===== src/rtl/clk_div_ctrl_if.sv =====
// Divisor configuration channel between a requester (master) and clk_div_ctrl (slave).
interface clk_div_ctrl_if #(
  parameter int unsigned W = 8
);
  // Handshake: a divisor transfers on each rising clk edge where cfg_valid && cfg_ready.
  // The master holds cfg_valid and cfg_div stable until that edge, and cfg_ready
  // never depends on cfg_valid. cfg_done/cfg_err are one-cycle status pulses.
  logic         cfg_valid;
  logic [W-1:0] cfg_div;
  logic         cfg_ready;
  logic         cfg_done;
  logic         cfg_err;

  modport master (output cfg_valid, cfg_div, input cfg_ready, cfg_done, cfg_err);
  modport slave  (input cfg_valid, cfg_div, output cfg_ready, cfg_done, cfg_err);
endinterface


===== src/rtl/clk_div_ctrl.sv =====
// Run-time controller for an even-ratio clock divider: glitch-free divisor
// updates at output-period boundaries plus clean start/stop of clk_out.
module clk_div_ctrl #(
  parameter int unsigned W           = 8,
  parameter int unsigned DEFAULT_DIV = 2
) (
  input  logic          clk,
  input  logic          rst,
  input  logic          en,
  clk_div_ctrl_if.slave cfg,
  output logic          clk_out,
  output logic          tick,
  output logic [W-1:0]  cur_div,
  output logic          running,
  output logic [1:0]    state_dbg
);

  typedef enum logic [1:0] {
    IDLE     = 2'd0,
    RUN      = 2'd1,
    STOPPING = 2'd2
  } state_e;

  state_e       state_q, state_d;
  logic [W-1:0] cnt_q, cnt_d;
  logic         phase_q, phase_d;
  logic         tick_q, tick_d;
  logic [W-1:0] cur_div_q, cur_div_d;
  logic         pend_q, pend_d;
  logic [W-1:0] pend_div_q, pend_div_d;
  logic         done_q, done_d;
  logic         err_q, err_d;

  logic [W-1:0] half;
  logic [W-1:0] half_m1;
  logic         half_end;
  logic         accept;
  logic         div_ok;

  assign half     = cur_div_q >> 1;
  assign half_m1  = half - W'(1);
  assign half_end = (cnt_q == half_m1);
  assign accept   = cfg.cfg_valid && !pend_q;
  assign div_ok   = !cfg.cfg_div[0] && (cfg.cfg_div >= W'(2));

  always_comb begin
    state_d    = state_q;
    cnt_d      = cnt_q;
    phase_d    = phase_q;
    cur_div_d  = cur_div_q;
    pend_d     = pend_q;
    pend_div_d = pend_div_q;
    done_d     = 1'b0;
    err_d      = 1'b0;

    if (accept) begin
      if (div_ok) begin
        pend_d     = 1'b1;
        pend_div_d = cfg.cfg_div;
      end else begin
        err_d = 1'b1;
      end
    end

    unique case (state_q)
      IDLE: begin
        phase_d = 1'b0;
        cnt_d   = '0;
        // No period in flight: a pending or just-accepted divisor takes effect now,
        // so a start on this same edge already runs at the new rate.
        if (pend_d) begin
          cur_div_d = pend_div_d;
          pend_d    = 1'b0;
          done_d    = 1'b1;
        end
        if (en) begin
          state_d = RUN;
          phase_d = 1'b1;
        end
      end
      RUN, STOPPING: begin
        if (state_q == STOPPING && !phase_q) begin
          state_d = IDLE;
          cnt_d   = '0;
        end else if (half_end) begin
          cnt_d   = '0;
          phase_d = !phase_q;
          // High->low toggle is the period boundary; only a divisor accepted
          // before this edge (pend_q) may be applied here.
          if (phase_q) begin
            if (pend_q) begin
              cur_div_d = pend_div_q;
              pend_d    = 1'b0;
              done_d    = 1'b1;
            end
            if (state_q == STOPPING) begin
              state_d = IDLE;
            end
          end
        end else begin
          cnt_d = cnt_q + W'(1);
        end
        if (state_q == RUN && !en) begin
          state_d = STOPPING;
        end
      end
      default: begin
        state_d = IDLE;
      end
    endcase

    tick_d = phase_d && !phase_q;
  end

  always_ff @(posedge clk or negedge rst) begin
    if (!rst) begin
      state_q    <= IDLE;
      cnt_q      <= '0;
      phase_q    <= 1'b0;
      tick_q     <= 1'b0;
      cur_div_q  <= W'(DEFAULT_DIV);
      pend_q     <= 1'b0;
      pend_div_q <= '0;
      done_q     <= 1'b0;
      err_q      <= 1'b0;
    end else begin
      state_q    <= state_d;
      cnt_q      <= cnt_d;
      phase_q    <= phase_d;
      tick_q     <= tick_d;
      cur_div_q  <= cur_div_d;
      pend_q     <= pend_d;
      pend_div_q <= pend_div_d;
      done_q     <= done_d;
      err_q      <= err_d;
    end
  end

  assign clk_out       = phase_q;
  assign tick          = tick_q;
  assign cur_div       = cur_div_q;
  assign running       = (state_q != IDLE);
  assign state_dbg     = state_q;
  assign cfg.cfg_ready = !pend_q;
  assign cfg.cfg_done  = done_q;
  assign cfg.cfg_err   = err_q;

endmodule


===== src/flat_wrapper.sv =====
// flat-port wrapper written by rule: the top's interface ports become plain ports
module clk_div_ctrl_flat 
#(
  parameter int unsigned W           = 8,
  parameter int unsigned DEFAULT_DIV = 2
)
  (clk, rst, en, clk_out, tick, cur_div, running, state_dbg, cfg_cfg_valid, cfg_cfg_div, cfg_cfg_ready, cfg_cfg_done, cfg_cfg_err);
  clk_div_ctrl_if #(.W(W)) cfg_i ();
  input  logic clk;
  input  logic rst;
  input  logic en;
  output logic clk_out;
  output logic tick;
  output logic [W-1:0] cur_div;
  output logic running;
  output logic [1:0] state_dbg;
  input wire logic [$bits(cfg_i.cfg_valid)-1:0] cfg_cfg_valid;
  input wire logic [$bits(cfg_i.cfg_div)-1:0] cfg_cfg_div;
  output wire logic [$bits(cfg_i.cfg_ready)-1:0] cfg_cfg_ready;
  output wire logic [$bits(cfg_i.cfg_done)-1:0] cfg_cfg_done;
  output wire logic [$bits(cfg_i.cfg_err)-1:0] cfg_cfg_err;
  assign cfg_i.cfg_valid = cfg_cfg_valid;
  assign cfg_i.cfg_div = cfg_cfg_div;
  assign cfg_cfg_ready = cfg_i.cfg_ready;
  assign cfg_cfg_done = cfg_i.cfg_done;
  assign cfg_cfg_err = cfg_i.cfg_err;
  clk_div_ctrl #(.W(W), .DEFAULT_DIV(DEFAULT_DIV)) u_core (.clk(clk), .rst(rst), .en(en), .cfg(cfg_i), .clk_out(clk_out), .tick(tick), .cur_div(cur_div), .running(running), .state_dbg(state_dbg));
endmodule

===== config.mk =====
export PLATFORM = sky130hd
export DESIGN_NAME = clk_div_ctrl_flat
export DESIGN_NICKNAME = d
export VERILOG_FILES = /design/src/rtl/clk_div_ctrl_if.sv /design/src/rtl/clk_div_ctrl.sv /design/src/flat_wrapper.sv
export SDC_FILE = /design/constraint.sdc
export NUM_CORES = 1
export LEC_CHECK = 0
export CAP_MARGIN = 0
export CORE_MARGIN = 3
export CORE_UTILIZATION = 62
export DETAILED_ROUTE_END_ITERATION = 8
export DONT_BUFFER_PORTS = 1
export PLACE_DENSITY = 0.75
export SYNTH_ARGS = -nofsm -noshare
export SYNTH_HDL_FRONTEND = slang
export SYNTH_SLANG_ARGS = --single-unit

===== constraint.sdc =====
create_clock -name clk -period 3.38 [get_ports clk]
set_clock_uncertainty 0.05 [all_clocks]
set_input_delay 0.507 -clock clk [delete_from_list [all_inputs] [get_ports clk]]
set_output_delay 0.507 -clock clk [all_outputs]
set_load 0.02 [all_outputs]

==> summary.txt, run 1 <==
synthesized instance count -> 173
Worst-path clk slew -> 0.10 ns
Yosys reg bits -> 31
kind of end point of the critical path -> flop
core area -> 0.00264 mm2
area share of the largest cell type after synthesis -> 0.414
Mapped Area -> 0.00181 mm2
drt initial violations -> 90
port buffer count -> 0
critical path required time -> 3.55 ns
ys async rst share -> 1.00
H-tree depth -> 2
CTS tree -> yes
min-delay src -> en
Slew @ Worst Pin -> 0.606 ns
post-layout min period -> 2.96 ns
Top FF cell, synth -> dfrtp_1
Slew Limit Headroom -> 0.594
post-synthesis cell type count -> 45
Die Y -> 60.1 um
unrepaired setup endpoints after global routing -> false
# diodes -> 0
Final HPWL DP -> 2380 um
GR Util All Layers -> 0.222
Worst-Skew Late Latency -> 0.34 ns
drt drc -> 0
number of synthesized flops with an enable pin -> 0
Maximum Capacitance Violations -> 0
worst-case reg-to-reg path depth -> 7
reg2reg setup slack -> 0.42 ns
Initial Util -> 0.688
cell taking the most area after synthesis -> dfrtp_1
Setup violations, final -> 0
Hold Path Class -> primary input to flop
Final period util -> 0.876
Routed Antenna Nets -> 0
Post-CTS Setup Inserts -> 0
final wirelength -> 3380 um
share of layout cells above drive strength 1 -> 0.192
clk root buf -> clkbuf_4
Die X -> 60.1 um
Clock Sinks -> 31
total number of vias -> 1,286
largest net degree at the start of global routing -> 32
syn avg cell area -> 10.5 um2
Fin. Hold Viols -> 0
Seq/Total Area, Yosys -> 0.429
crit start category -> flop
vias per cell -> 6.21
Lkg Pwr -> 0.000852 uW
CP startpoint -> u_core.cur_div[3]
routability congestion estimate -> 0.790
Setup TNS -> 0 ns
Power, Total -> 1690 uW
Hold Path End -> u_core.tick
Num CTS Buffers -> 5
Area Growth Syn to Fin -> 5.45%
first-pass GRT wire length -> 5950 um
status -> finished clean
hold path depth -> 2
cts-stage hold buffer count -> 2
row cnt -> 18
initial antenna violation count -> 0
routed length per instance -> 16.3 um
Worst R2R End -> u_core.cur_div[4]
Post-Syn Nets -> 191
kind of critical path -> flop to flop
Fmax achieved -> 338 MHz
largest fanout on the critical path -> 8
vias in the first global route -> 1,339
post-cts sizing count -> 0
NumNets Final -> 194
crit path DAT -> 3.13 ns
number of I/O pins -> 28
max-slew violations -> 0
first-pass iteration count of the detailed router -> 4
grt ovf -> 0
Max VDD drop -> 707 uV
Syn. warnings -> 0
Power Density -> 884 mW/mm2
die area -> 0.00361 mm2
Reg2Reg Launch Point -> u_core.cur_div[3]
Clock Path Buffers -> 2
largest cells by area after synthesis -> dfrtp_1, mux2_2, ha_1
==> stage by stage <==
stage                     std cells   util  hold slack, ns  cell area (um2)  setup slack, ns
after global placement          197  0.691           0.162             1820            0.530
after CTS                       207  0.726           0.250             1910            0.418
final                           207  0.726           0.255             1910            0.417
after floorplan                 173      -           0.161             1810            0.679
after detailed placement        197  0.691           0.162             1820            0.442
after global routing            207  0.726           0.237             1910            0.251
==> cells in the mapped netlist (all sizes together) (2+ instances only) <==
master  count
dfrtp      30
mux2       18
nand2      13
a21oi       8
inv         8
nand3       8
nor2        8
mux2i       7
xor2        7
ha          6
o21ai       5
buf         4
clkbuf      4
nor3        4
a21o        3
a22o        3
nor2b       3
and3        2
nand2b      2
nand3b      2
nor3b       2
nor4        2
nor4b       2
o211ai      2
o21a        2
or4         2
xnor2       2
==> cells by family (layout without fill, tap and decap cells) <==
group                      Yosys count  after routing  synth area share
DFF                                 31             31             0.429
and+or+nand+nor                     54             54             0.159
adders and majority gates            6              6            0.0414
muxes                               25             25             0.150
xor gates and xnor gates             9              9            0.0435
buffers and inverters               16             20            0.0407
AOI/OAI and AO/OA                   32             32             0.136
==> how the worst max path moves through the flow <==
stage	end	slack (ns)	cells after the start
6_report	u_core.cur_div[4]	0.42	7
4_1_cts	u_core.cur_div[4]	0.42	7
5_1_grt	u_core.cur_div[3]	0.25	9
3_3_place_gp	u_core.cur_div[0]	0.53	7
2_1_floorplan	u_core.cur_div[0]	0.68	8
3_5_place_dp	u_core.cur_div[5]	0.44	7
==> cell usage in the layout, fill, tap and decap left out, types with 2 or more instances in the layout <==
cell type,n
nand2_1,13
nor3_1,4
ha_1,6
nor4b_1,2
inv_1,8
o21ai_0,5
mux2i_1,7
a21o_1,3
and3_1,2
nor4_1,2
xor2_1,7
o21a_1,2
xnor2_1,2
nand3b_1,2
nor2_1,8
mux2_2,18
clkbuf_4,5
dfrtp_1,30
nor3b_1,2
nor2b_1,3
a21oi_1,8
nand2b_1,2
nand3_1,8
a22o_1,3
buf_4,2
==> layer usage <==
| layer | vias up | wire (um) | global-route usage |
|---|---|---|---|
| li1 | 630 | - | - |
| met1 | 617 | 1570 | 0.272 |
| met2 | 31 | 1580 | 0.350 |
| met3 | 8 | 161 | 0.0626 |
| met4 | 0 | 73 | 0.120 |
| met5 | - | 0 | 0 |
==> power by group <==
group / internal (uW) / switching (uW)
registers: 494 / 253
logic: 352 / 362
clock network: 101 / 128
total: 947 / 744
==> registers in the layout, summed over array words and instances (netlist names) <==
signal	count
u_core.cfg.cfg_done	1
u_core.cfg.cfg_err	1
u_core.clk_out	1
u_core.cnt_q	8
u_core.cur_div	8
u_core.pend_div_q	8
u_core.pend_q	1
u_core.state_dbg	2
u_core.tick	1
==> final cells by class <==
type / instances / area (um2)
sequential: 31 / 777
multi-input combinational: 126 / 962
clock inverter: 1 / 5.00
timing repair buffer: 4 / 45.0
fill: 193 / 723
clock buffer: 7 / 55.1
inverter: 8 / 30.0
tap: 30 / 37.5
==> critical path, stage by stage (launching register included) <==
cell and delay (ns):
dfrtp_1 0.53, or4_4 0.56, o21a_1 0.20, or4_1 0.50
o211ai_2 0.11, and2_1 0.34, a41oi_4 0.24, mux2_2 0.33
Power figures use the tool's default switching activity.
==> inputs of run 2 (changes only) <==
CORE_MARGIN = 4   (was 3)
==> run 2 against run 1 <==
Critical endpoint is now u_core.cur_div[5]. Utilization fell by 3.5 points. Hold slack gained 0.025 ns. Clock power grew 5%. Clock-buffer cell count increased by 1. Worst setup slack worse by 0.011 ns. Sequential power hardly changed. Register-to-register slack about the same. Final cell count increased by 0.48%. First-iteration DRC count fell by 33%. Non-clock buffer count unchanged.
==> summary.txt, run 2 (synthesis gave the netlist of run 1 again) <==
status -> finished clean (unchanged)
routability congestion estimate -> 0.785 (was 0.790)
Final period util -> 0.880 (was 0.876)
largest net degree at the start of global routing -> 32 (unchanged)
Final HPWL DP -> 2600 um (was 2380 um)
vias in the first global route -> 1,274 (was 1,339)
grt ovf -> 0 (unchanged)
met2 usage -> 0.337 (was 0.350)
vias per cell -> 6.18 (was 6.21)
post-cts sizing count -> 0 (unchanged)
Slew Limit Headroom -> 0.615 (was 0.594)
NumNets Final -> 194 (unchanged)
first-pass iteration count of the detailed router -> 4 (unchanged)
Initial Util -> 0.652 (was 0.688)
max-slew violations -> 0 (unchanged)
most frequent cells in the layout -> dfrtp_1, mux2_2, nand2_1 (unchanged)
critical path required time -> 3.54 ns (was 3.55 ns)
Lkg Pwr -> 0.000855 uW (was 0.000852 uW)
H-tree depth -> 2 (unchanged)
Die Y -> 62.1 um (was 60.1 um)
routing usage on met1 -> 0.246 (was 0.272)
crit start category -> flop (unchanged)
drt initial violations -> 60 (was 90)
cell area after layout -> 0.00192 mm2 (was 0.00191 mm2)
first-pass GRT wire length -> 5790 um (was 5950 um)
routed length per instance -> 16.6 um (was 16.3 um)
largest fanout on the critical path -> 8 (unchanged)
post-layout min period -> 2.97 ns (was 2.96 ns)
fill count -> 202 (was 193)
Setup violations, final -> 0 (unchanged)
GR Util All Layers -> 0.209 (was 0.222)
number of I/O pins -> 28 (unchanged)
CTS tree -> yes (unchanged)
commonest non-fill, non-tap cell in the layout -> dfrtp_1 (unchanged)
Routed Antenna Nets -> 0 (unchanged)
final wirelength -> 3460 um (was 3380 um)
Area after DPL -> 0.00182 mm2 (about the same)
GRT busiest layer -> met2 (unchanged)
share of layout cells above drive strength 1 -> 0.192 (unchanged)
# diodes -> 0 (unchanged)
initial antenna violation count -> 0 (unchanged)
Fmax achieved -> 336 MHz (was 338 MHz)
Post-CTS Setup Inserts -> 0 (unchanged)
Die X -> 62.1 um (was 60.1 um)
GR Util met3 -> 0.0661 (was 0.0626)
core area -> 0.00278 mm2 (was 0.00264 mm2)
Max VDD drop -> 650 uV (was 707 uV)
row cnt -> 19 (was 18)
Hold Path Class -> primary input to flop (unchanged)
crit path DAT -> 3.13 ns (about the same)
drt drc -> 0 (unchanged)
die area -> 0.00385 mm2 (was 0.00361 mm2)
Clock Path Buffers -> 2 (unchanged)
Maximum Capacitance Violations -> 0 (unchanged)
Fin. Hold Viols -> 0 (unchanged)
port buffer count -> 0 (unchanged)
kind of end point of the critical path -> flop (unchanged)
Area Growth Syn to Fin -> 6.00% (was 5.45%)
Worst-path clk slew -> 0.09 ns (was 0.10 ns)
final core occ -> 0.691 (was 0.726)
Power Density -> 893 mW/mm2 (was 884 mW/mm2)
Clock Sinks -> 31 (unchanged)
cts-stage hold buffer count -> 2 (unchanged)
total number of vias -> 1,285 (was 1,286)
Slew @ Worst Pin -> 0.578 ns (was 0.606 ns)
kind of critical path -> flop to flop (unchanged)
Num CTS Buffers -> 5 (unchanged)
Setup TNS -> 0 ns (unchanged)
Worst-Skew Late Latency -> 0.33 ns (was 0.34 ns)
unrepaired setup endpoints after global routing -> false (unchanged)
clk root buf -> clkbuf_4 (unchanged)
## run 2: changes by cell type in the layout (fill, tap and decap cells not counted)
cell      change
clkbuf_8      +1
clkinv_2      -1
## run 2: worst max-delay path: stages, from the launching register on
cell and delay, ns:
dfrtp_1 0.52, or4_4 0.57, o21a_1 0.20, or4_1 0.50, o211ai_2 0.11, and2_1 0.33
a41oi_4 0.24, mux2_2 0.34
## run 2: worst paths after layout
path                                           start              endpoint  slack [ns]  cells after the start
worst max-delay path               u_core.cur_div[3]     u_core.cur_div[5]        0.41                      7
worst min-delay path                  cfg_cfg_div[4]  u_core.pend_div_q[4]        0.28                      1
worst max register to register     u_core.cur_div[3]     u_core.cur_div[5]        0.41                      7
worst min register to register  u_core.pend_div_q[4]  u_core.pend_div_q[4]        0.46                      1
max in group asynchronous                        rst     u_core.cur_div[1]        2.49                      2
min in group asynchronous                        rst       u_core.cnt_q[2]        0.55                      2
## run 2: routing by layer
metal  routed length, um  vias up  part of all wire
met5                   0        -                 0
met4                 116        0             0.034
met3                 186       16             0.054
met2                1690       41              0.49
met1                1460      598              0.42
li1                    -      630                 -
## run 2: metrics by stage
step                      cells  setup slack (ns)  total power [uW]  hold WS, ns
final                       208             0.407              1720        0.280
after floorplan             173             0.679              1310        0.161
after detailed placement    198             0.430              1470        0.162
after global routing        208             0.245              1850        0.267
after CTS                   208             0.405              1720        0.272
after global placement      198             0.533              1420        0.162
## run 2: final cells by class
class,instances,area (um2),share of cell area
Multi-Input combinational cell,126,962,0.501
Timing Repair Buffer,4,45.0,0.0234
Clock buffer,8,68.8,0.0358
Tap cell,31,38.8,0.0202
Sequential cell,31,777,0.404
Inverter,8,30.0,0.0156
## run 2: power by group
part           switching (uW)  internal [uW]
sequential                253            494
clock                     118            122
combinational             377            352
==> inputs of run 3 (changes only) <==
CORE_UTILIZATION = 53   (was 62)
DONT_BUFFER_PORTS = unset   (was 1)
PLACE_DENSITY = 0.76   (was 0.75)
==> run 3 against run 2 <==
Sequential share of layout area down 4.6 points. Flip-flop and latch count did not move. First-iteration DRC count increased by 22%. Critical endpoint is now u_core.cur_div[0]. Register-to-register slack improved by 0.18 ns. Clock-buffer cell count decreased by 2.
==> summary.txt, run 3 (synthesis gave the netlist of run 1 again) <==
Fmax achieved -> 357 MHz (was 336 MHz)
commonest non-fill, non-tap cell in the layout -> dfrtp_1 (unchanged)
Max VDD drop -> 467 uV (was 650 uV)
# diodes -> 0 (unchanged)
port buffer count -> 27 (was 0)
final wirelength -> 3570 um (was 3460 um)
vias in the first global route -> 1,330 (was 1,274)
total number of vias -> 1,385 (was 1,285)
Die Y -> 66.5 um (was 62.1 um)
post-layout min period -> 2.80 ns (was 2.97 ns)
initial antenna violation count -> 0 (unchanged)
Slew Limit Headroom -> 0.581 (was 0.615)
most frequent cells in the layout -> dfrtp_1, clkdlybuf4s50_1, mux2_2 (was dfrtp_1, mux2_2, nand2_1)
Area Growth Syn to Fin -> 19.7% (was 6.00%)
Worst-path clk slew -> 0.10 ns (was 0.09 ns)
H-tree depth -> 2 (unchanged)
Maximum Capacitance Violations -> 0 (unchanged)
share of layout cells above drive strength 1 -> 0.167 (was 0.192)
status -> finished clean (unchanged)
fill count -> 251 (was 202)
Final HPWL DP -> 2730 um (was 2600 um)
core area -> 0.00315 mm2 (was 0.00278 mm2)
largest fanout on the critical path -> 8 (unchanged)
first-pass GRT wire length -> 5910 um (was 5790 um)
grt ovf -> 0 (unchanged)
CTS tree -> yes (unchanged)
Die X -> 66.5 um (was 62.1 um)
Clock Sinks -> 31 (unchanged)
GR Util All Layers -> 0.178 (was 0.209)
drt drc -> 0 (unchanged)
crit path DAT -> 2.97 ns (was 3.13 ns)
Setup violations, final -> 0 (unchanged)
routability congestion estimate -> 0.773 (was 0.785)
final core occ -> 0.688 (was 0.691)
Hold WS -> 0.467 ns (was 0.280 ns)
NumNets Final -> 220 (was 194)
Setup TNS -> 0 ns (unchanged)
Power, Total -> 1830 uW (was 1720 uW)
routed length per instance -> 14.4 um (was 16.6 um)
vias per cell -> 5.61 (was 6.18)
reg2reg setup slack -> 0.58 ns (was 0.41 ns)
first-pass iteration count of the detailed router -> 4 (unchanged)
unrepaired setup endpoints after global routing -> false (unchanged)
Hold Path Class -> flop to flop (was primary input to flop)
Power Density -> 845 mW/mm2 (was 893 mW/mm2)
Post-CTS Setup Inserts -> 0 (unchanged)
Clock Path Buffers -> 2 (unchanged)
die area -> 0.00442 mm2 (was 0.00385 mm2)
clk root buf -> clkbuf_4 (unchanged)
max-slew violations -> 0 (unchanged)
Lkg Pwr -> 0.000940 uW (was 0.000855 uW)
Fin. Hold Viols -> 0 (unchanged)
post-cts sizing count -> 0 (unchanged)
Num CTS Buffers -> 5 (unchanged)
Worst-Skew Late Latency -> 0.33 ns (about the same)
kind of end point of the critical path -> flop (unchanged)
drt initial violations -> 73 (was 60)
largest net degree at the start of global routing -> 32 (unchanged)
Final period util -> 0.828 (was 0.880)
fin cells -> 247 (was 208)
placed cell count -> 239 (was 198)
cts-stage hold buffer count -> 0 (was 2)
number of I/O pins -> 28 (unchanged)
row cnt -> 20 (was 19)
Routed Antenna Nets -> 0 (unchanged)
Slew @ Worst Pin -> 0.627 ns (was 0.578 ns)
critical path required time -> 3.55 ns (was 3.54 ns)
crit start category -> flop (unchanged)
kind of critical path -> flop to flop (unchanged)
Initial Util -> 0.575 (was 0.652)
## run 3: path summary, 6_finish.rpt
check,start,cells after the start,to
max in group asynchronous,rst,2,u_core.cur_div[1]
worst max register to register,u_core.cur_div[3],7,u_core.cur_div[0]
min in group asynchronous,rst,2,u_core.cur_div[2]
worst max-delay path,u_core.cur_div[3],7,u_core.cur_div[0]
worst min register to register,u_core.pend_div_q[3],1,u_core.pend_div_q[3]
worst min-delay path,u_core.pend_div_q[3],1,u_core.pend_div_q[3]
## run 3: final cells by class
type,instances,area [um2],area share
Clock inverter,2,12.5,0.00576
Multi-Input combinational cell,126,962,0.443
Inverter,8,30.0,0.0138
Timing Repair Buffer,30,293,0.135
Clock buffer,6,41.3,0.0190
Sequential cell,31,777,0.358
Tap cell,44,55.1,0.0254
## run 3: metal layers
layer  wire length [um]  GRT usage  vias up
li1                   -          -      681
met1               1630      0.218      671
met2               1740      0.304       26
met3                154     0.0472        7
met4                 42     0.0533        0
met5                  0          0        -
## run 3: metrics by stage
step / cell area (um2) / setup WS [ns]
global route: 2170 / 0.448
detailed placement: 2120 / 0.590
CTS: 2170 / 0.571
finish: 2170 / 0.583
global placement: 2120 / 0.644
floorplan: 1810 / 0.679
## run 3: worst max-delay path, cell delays in order (launching register included)
cell and delay [ns]:
dfrtp_1 0.46, or4_4 0.53, o21a_1 0.19, or4_1 0.48, o211ai_2 0.10, and2_1 0.33, a41oi_4 0.24, mux2_2 0.33
## run 3: power breakdown
group          switching, uW  internal (uW)  leakage (uW)
logic                    482            493      0.000520
registers                156            495      0.000391
clock network            128           80.2     0.0000282
